--- config.mk ---
export PLATFORM = sky130hd
export DESIGN_NAME = endpoint_rx_mq
export DESIGN_NICKNAME = d
export VERILOG_FILES = /design/src/rtl/endpoint_rx_mq_pkg.sv /design/src/rtl/endpoint_rx_mq_queue.sv /design/src/rtl/endpoint_rx_mq.sv
export SDC_FILE = /design/constraint.sdc
export NUM_CORES = 2
export LEC_CHECK = 0
export ABC_AREA = 1
export CORE_MARGIN = 2
export CORE_UTILIZATION = 30
export CTS_CLUSTER_DIAMETER = 100
export DETAILED_ROUTE_END_ITERATION = 6
export SLEW_MARGIN = 10
export SYNTH_ARGS = -nofsm -noshare
export SYNTH_HDL_FRONTEND = slang
export SYNTH_MEMORY_MAX_BITS = 65536
export SYNTH_SLANG_ARGS = --single-unit
--- constraint.sdc ---
create_clock -name clk -period 7.75 [get_ports clk]
set_input_delay 2.325 -clock clk [delete_from_list [all_inputs] [get_ports clk]]
set_output_delay 2.325 -clock clk [all_outputs]
set_load 0.05 [all_outputs]
--- src/rtl/endpoint_rx_mq_pkg.sv ---
// Shared constants and types for the multi-queue endpoint receive buffer.
// Register offsets are byte offsets inside a channel's 0x40-byte window.
package endpoint_rx_mq_pkg;

    localparam int unsigned CH_STRIDE     = 32'h040;
    localparam int unsigned DATA_OFF      = 32'h0;
    localparam int unsigned WCNT_OFF      = 32'h4;
    localparam int unsigned PCNT_OFF      = 32'h8;
    localparam int unsigned STAT_OFF      = 32'hC;
    localparam int unsigned IRQ_PEND_ADDR = 32'h800;
    localparam int unsigned IRQ_MASK_ADDR = 32'h804;

    localparam logic [31:0] BAD_RDATA = 32'hBAD1BAD1;

    // Bit order matches the STATUS register: bit0 empty, bit1 full, bit2 overrun.
    typedef struct packed {
        logic overrun;
        logic full;
        logic empty;
    } rx_status_t;

    function automatic logic [31:0] status_word(input rx_status_t s);
        return {29'b0, s};
    endfunction

endpackage

--- src/rtl/endpoint_rx_mq_queue.sv ---
// One receive queue: circular {last, data} buffer with word/packet counts
// and a sticky overrun flag. Head word is readable combinationally.
module rx_mq_queue
    import endpoint_rx_mq_pkg::*;
#(
    parameter int DEPTH = 32,
    localparam int PTR_W = $clog2(DEPTH),
    localparam int CNT_W = $clog2(DEPTH + 1)
) (
    input  logic             clk,
    input  logic             n_rst,
    input  logic             push_en,
    input  logic [31:0]      push_data,
    input  logic             push_last,
    input  logic             pop_en,
    input  logic             ovr_clr,
    output logic [31:0]      head_data,
    output rx_status_t       status,
    output logic [CNT_W-1:0] word_cnt,
    output logic [CNT_W-1:0] pkt_cnt
);

    logic [32:0]      mem_q [DEPTH];
    logic [PTR_W-1:0] head_q, head_d;
    logic [PTR_W-1:0] tail_q, tail_d;
    logic [CNT_W-1:0] wcnt_q, wcnt_d;
    logic [CNT_W-1:0] pcnt_q, pcnt_d;
    logic             ovr_q, ovr_d;
    logic             empty, full, pop_ok, push_ok, head_last;

    assign empty     = (wcnt_q == '0);
    assign full      = (wcnt_q == CNT_W'(DEPTH));
    assign pop_ok    = pop_en && !empty;
    // A pop in the same cycle frees the slot, so a full queue still accepts.
    assign push_ok   = push_en && (!full || pop_ok);
    assign head_last = mem_q[head_q][32];
    assign head_data = mem_q[head_q][31:0];

    always_comb begin
        head_d = head_q;
        tail_d = tail_q;
        wcnt_d = wcnt_q;
        pcnt_d = pcnt_q;
        ovr_d  = ovr_q;
        if (pop_ok) begin
            head_d = head_q + 1'b1;
        end
        if (push_ok) begin
            tail_d = tail_q + 1'b1;
        end
        if (push_ok && !pop_ok) begin
            wcnt_d = wcnt_q + 1'b1;
        end else if (pop_ok && !push_ok) begin
            wcnt_d = wcnt_q - 1'b1;
        end
        if (push_ok && push_last) begin
            pcnt_d = pcnt_d + 1'b1;
        end
        if (pop_ok && head_last) begin
            pcnt_d = pcnt_d - 1'b1;
        end
        // Clear first so a same-cycle overflow leaves the flag set.
        if (ovr_clr) begin
            ovr_d = 1'b0;
        end
        if (push_en && !push_ok) begin
            ovr_d = 1'b1;
        end
    end

    always_ff @(posedge clk) begin
        if (push_ok) begin
            mem_q[tail_q] <= {push_last, push_data};
        end
    end

    always_ff @(posedge clk) begin
        if (!n_rst) begin
            head_q <= '0;
            tail_q <= '0;
            wcnt_q <= '0;
            pcnt_q <= '0;
            ovr_q  <= 1'b0;
        end else begin
            head_q <= head_d;
            tail_q <= tail_d;
            wcnt_q <= wcnt_d;
            pcnt_q <= pcnt_d;
            ovr_q  <= ovr_d;
        end
    end

    assign status.empty   = empty;
    assign status.full    = full;
    assign status.overrun = ovr_q;
    assign word_cnt       = wcnt_q;
    assign pkt_cnt        = pcnt_q;

endmodule

--- src/rtl/endpoint_rx_mq.sv ---
// Endpoint receive buffer with NUM_CH queues, register window and level irq.
// Define RX_MQ_STALL_EN to stall (instead of error) DATA reads on an empty queue.
module endpoint_rx_mq
    import endpoint_rx_mq_pkg::*;
#(
    parameter int NUM_CH     = 4,
    parameter int DEPTH      = 32,
    parameter int ADDR_WIDTH = 12,
    localparam int CH_W      = (NUM_CH > 1) ? $clog2(NUM_CH) : 1,
    localparam int CNT_W     = $clog2(DEPTH + 1)
) (
    input  logic                  clk,
    input  logic                  n_rst,
    input  logic                  rx_wen,
    input  logic [CH_W-1:0]       rx_ch,
    input  logic [31:0]           rx_wdata,
    input  logic                  rx_last,
    input  logic [ADDR_WIDTH-1:0] bus_addr,
    input  logic                  bus_ren,
    input  logic                  bus_wen,
    input  logic [31:0]           bus_wdata,
    output logic [31:0]           bus_rdata,
    output logic                  bus_error,
    output logic                  bus_request_stall,
    output logic                  irq
);

    localparam int CHF_W = ADDR_WIDTH - 6;

    logic [31:0]       head_data [NUM_CH];
    rx_status_t        status    [NUM_CH];
    logic [CNT_W-1:0]  wcnt      [NUM_CH];
    logic [CNT_W-1:0]  pcnt      [NUM_CH];
    logic [NUM_CH-1:0] push_sel, pop_sel, clr_sel, pend, ch_onehot;
    logic [NUM_CH-1:0] mask_q, mask_d;
    logic              irq_q, irq_d;

    genvar gi;
    generate
        for (gi = 0; gi < NUM_CH; gi++) begin : g_ch
            assign push_sel[gi] = rx_wen && (rx_ch == CH_W'(gi));
            assign pend[gi]     = (pcnt[gi] != '0);

            rx_mq_queue #(.DEPTH(DEPTH)) u_queue (
                .clk       (clk),
                .n_rst     (n_rst),
                .push_en   (push_sel[gi]),
                .push_data (rx_wdata),
                .push_last (rx_last),
                .pop_en    (pop_sel[gi]),
                .ovr_clr   (clr_sel[gi]),
                .head_data (head_data[gi]),
                .status    (status[gi]),
                .word_cnt  (wcnt[gi]),
                .pkt_cnt   (pcnt[gi])
            );
        end
    endgenerate

    logic [CHF_W-1:0] ch_field;
    logic [5:0]       off;
    logic             ch_reg;
    logic [31:0]      sel_head;
    rx_status_t       sel_stat;
    logic [CNT_W-1:0] sel_wcnt, sel_pcnt;

    assign ch_field = bus_addr[ADDR_WIDTH-1:6];
    assign off      = bus_addr[5:0];
    // Global registers sit far above the last possible channel window.
    assign ch_reg   = (ch_field < CHF_W'(NUM_CH)) && (off[5:4] == 2'b00) && (off[1:0] == 2'b00);

    always_comb begin
        ch_onehot = '0;
        sel_head  = '0;
        sel_stat  = '0;
        sel_wcnt  = '0;
        sel_pcnt  = '0;
        for (int c = 0; c < NUM_CH; c++) begin
            if (ch_field == CHF_W'(c)) begin
                ch_onehot[c] = 1'b1;
                sel_head     = head_data[c];
                sel_stat     = status[c];
                sel_wcnt     = wcnt[c];
                sel_pcnt     = pcnt[c];
            end
        end
    end

    logic stall_c;

    always_comb begin
        bus_rdata = BAD_RDATA;
        bus_error = 1'b0;
        stall_c   = 1'b0;
        pop_sel   = '0;
        clr_sel   = '0;
        mask_d    = mask_q;
        if (bus_wen) begin
            bus_error = 1'b1;
            if (bus_addr == ADDR_WIDTH'(IRQ_MASK_ADDR)) begin
                mask_d    = bus_wdata[NUM_CH-1:0];
                bus_error = 1'b0;
            end else if (ch_reg && off == 6'(STAT_OFF)) begin
                clr_sel   = ch_onehot & {NUM_CH{bus_wdata[2]}};
                bus_error = 1'b0;
            end
        end else if (bus_ren) begin
            bus_error = 1'b1;
            if (bus_addr == ADDR_WIDTH'(IRQ_PEND_ADDR)) begin
                bus_rdata = 32'(pend);
                bus_error = 1'b0;
            end else if (bus_addr == ADDR_WIDTH'(IRQ_MASK_ADDR)) begin
                bus_rdata = 32'(mask_q);
                bus_error = 1'b0;
            end else if (ch_reg) begin
                if (off == 6'(DATA_OFF)) begin
                    if (!sel_stat.empty) begin
                        bus_rdata = sel_head;
                        bus_error = 1'b0;
                        pop_sel   = ch_onehot;
                    end else begin
`ifdef RX_MQ_STALL_EN
                        // Combinational hold: retried every cycle until a word lands.
                        stall_c   = 1'b1;
                        bus_error = 1'b0;
`endif
                    end
                end else if (off == 6'(WCNT_OFF)) begin
                    bus_rdata = 32'(sel_wcnt);
                    bus_error = 1'b0;
                end else if (off == 6'(PCNT_OFF)) begin
                    bus_rdata = 32'(sel_pcnt);
                    bus_error = 1'b0;
                end else begin
                    bus_rdata = status_word(sel_stat);
                    bus_error = 1'b0;
                end
            end
        end
    end

    assign bus_request_stall = stall_c;

    assign irq_d = |(pend & mask_q);

    always_ff @(posedge clk) begin
        if (!n_rst) begin
            mask_q <= '0;
            irq_q  <= 1'b0;
        end else begin
            mask_q <= mask_d;
            irq_q  <= irq_d;
        end
    end

    assign irq = irq_q;

    logic unused_wdata;
    assign unused_wdata = ^bus_wdata;

endmodule

==> reports/metrics.cfg <==
[run_status]
status=finished with violations
violations=negative setup slack

[yosys]
synthSimpleGateAreaFrac_pct=14.5
ys.flop_type=edfxtp_1
synth.yosys.warnings=0
ys_seq_elements=4341
synth_common_cells=4224 x edfxtp_1, 2692 x nand2_1, 1688 x nor2_1
synth_top_cell_by_area=edfxtp_1
ys_seq_area_share_pct=73.5
synth_cells=14315
synth.area.top_cells=edfxtp_1 72%, nand2_1 5.7%, nand3_1 4.4%, o21ai_0 3.7%, nor2_1 3.6%
synth_top_area_share_pct=72.2
synth_top_family_by_area=simple AND/OR/NAND/NOR gates
syn_nets=14455
synthesis.area_um2=176000
synth_compound_area_share_pct=8.40
yosysUniqueCellTypes=54
synth_async_sr_flop_share_pct=0
synth_most_common_cell=edfxtp_1
synthMuxAreaShare_pct=0
synthAdderAreaFrac_pct=0.416
synth_area_per_cell_um2=12.3
synth_edf_count=4224
synth-xor-area-share_pct=0.125

[critical_path]
worstPathArrival_ns=5.43
crit_type=primary input to primary output
cp_common_cell=nand2_1
worstPathRequired_ns=5.43
cp_slowest_cell=a21oi_1
worstPathCellList=clkdlybuf4s50_1, nor2_4, nand3_2, inv_1, nand2_1, and3_2, buf_12, nand2_1, nor2_1, buf_4, nand2_1, nand2_1, a21oi_1, buf_12
slowest_delay_ns=0.64
rr_worst_depth=20
reg2reg_to=g_ch[2].u_queue.word_cnt[5]
reg2reg_setup_slack_ns=3.95
rr_startpoint=g_ch[0].u_queue.word_cnt[1]
crit_fanout=18
cp-end-kind=primary output
start_kind=primary input

[final_layout]
drive_gt1_share_pct=9.44
area_growth_pct=14.7
utilization_pct=34.5
final_cells=22495
nNetsFinal=14463
final_area_um2=202000
fillers=56597

[route]
wire_per_inst_um=23.9
ant_nets=0
wirelength_um=539000
via_per_inst=5.13
firstDrtPassIters=6
drt_iter0_markers=14248
vias=115324
drcViolationCount=0

[timing]
clock_skew_ns=0.0883
setup_viol=1
final.period_utilization_pct=100
worst_slack_ns=-0.0000697
fin_crit_ns=7.75
finalSetupTns_ns=-0.0000697
fmax_mhz=129
hold_viol=0
whs_ns=0.471
relSlewSlack_pct=6.08
worstMarginPinSlew_ns=1.41
rsz0062_at_grt=false
slew_viol_final=0

[pwr]
leakagePower_nw=67.1
peakVddDrop_mv=0.234
p_per_area_nw_per_um2=235

[global_routing]
grt_max_degree=171
grt_pass1_vias=107637
track_usage_pct=17.5
antenna_found_initial=34
grt_overflow=0
grt_pass1_wl_um=769000

[cts]
cts_tree=done
cts_hold_buffers=0
cts_resized=0
clock_latency_ns=1.06
clockBufferDepth=4
numCtsBuffers=432
htree_levels=5
clkTransAtPathRegs_ns=0.06
clock-sinks=4341
post_cts_buffers=0
root_buffer=clkbuf_16

[hold_path]
holdPathStages=2
worstHoldEndpoint=g_ch[0].u_queue.head_q[4]
hold_path_startpoint=g_ch[0].u_queue.head_q[4]
hp-class=flop to flop

[job]
maxCapViolations=0

[die]
initial_core_util_pct=30.1
die_h_um=769
io-pin-count=119
fp-row-count=281
fp.dieW_um=769
die-area_um2=592000
core_um2=585000

[place]
globalplace.congestion=0.948
hpwl_um=308000
placedCellCount=21671
postPlaceCellArea_um2=188000
io_buffers=89

[metrics by stage]
step	power, mW	setup slack (ns)
6_report	47.3	-0.0000697
5_1_grt	48.5	0.0180
4_1_cts	47.6	0.0311
3_5_place_dp	27.2	0.0495
3_3_place_gp	27.2	-0.0281
2_1_floorplan	26.5	1.11
[where the power goes]
part / internal, mW / switching [mW] / leakage (nW)
clock: 11.5 / 9.16 / 6.76
combinational: 0.136 / 0.776 / 21.5
sequential: 25.8 / 0.0187 / 38.9
[sequential cells by signal, indices dropped and copies added (netlist names), named ones only]
signal                 flops
g_ch.u_queue.head_q       20
g_ch.u_queue.mem_q      4224
g_ch.u_queue.ovr_q         4
g_ch.u_queue.pkt_cnt      24
g_ch.u_queue.tail_q       20
g_ch.u_queue.word_cnt     24
irq                        1
mask_q                     4
[final cells by class]
class | instances | area [µm²] | share of cell area, %
Tap cell | 7782 | 9740 | 4.83
Clock buffer | 553 | 11400 | 5.67
Multi-Input combinational cell | 8751 | 42200 | 20.9
Sequential cell | 4341 | 129000 | 64.1
Clock inverter | 255 | 2470 | 1.22
Timing Repair Buffer | 517 | 5380 | 2.67
Antenna cell | 16 | 40.0 | 0.0199
Inverter | 280 | 1140 | 0.565
[worst max-delay path: cells and delay by family]
family          cells  cell delay (ns)
compound gates      1             0.64
simple gates        8             1.20
buf+inv             5             1.22
[per-layer routing]
layer	routed length, µm	share of wire (%)	up-vias	track usage [%]
li1	-	-	51891	-
met1	220000	41	57687	23.5
met2	243000	45	4947	27.2
met3	52000	9.6	791	4.01
met4	23800	4.4	8	7.17
met5	230	0.043	-	0
[cell usage in the layout, fill, tap and decap left out, types with 29 or more instances in the layout]
cell type and instances:
buf_4 365, ha_1 52, o221ai_1 152, o31ai_1 149, inv_1 248, o211ai_1 113, edfxtp_1 4224, clkbuf_1 106
clkbuf_16 433, buf_12 109, nand3_1 1540, or2_2 29, a21oi_1 461, o22ai_1 314, bufinv_16 29, a32o_1 33
nor2_1 1563, o21ai_0 1290, nand2_1 2692, clkinv_2 90, nor2_4 135, nand4_1 35, dfxtp_1 101, clkinv_1 97
[worst max-delay path by stage]
| stage | startpoint | to | slack (ns) | cells past startpoint |
|---|---|---|---|---|
| final | bus_addr[9] | bus_rdata[12] | -0.00007 | 14 |
| after global routing | bus_addr[7] | bus_rdata[13] | 0.02 | 14 |
| after floorplan | bus_addr[1] | bus_rdata[26] | 1.11 | 10 |
| after CTS | bus_addr[9] | bus_rdata[22] | 0.03 | 14 |
| after detailed placement | bus_addr[9] | bus_rdata[22] | 0.05 | 14 |
| after global placement | bus_addr[7] | bus_rdata[22] | -0.03 | 15 |
[kinds of logic after synthesis]
group / Yosys count
AND/OR/NAND/NOR: 6091
flip-flops: 4341
AO/OA/AOI/OAI: 2578
buffers and inverters: 1223
adder cells (fa/ha/maj): 56
XOR/XNOR: 25
other: 1
Note: power is estimated with default switching activity, not from simulation.
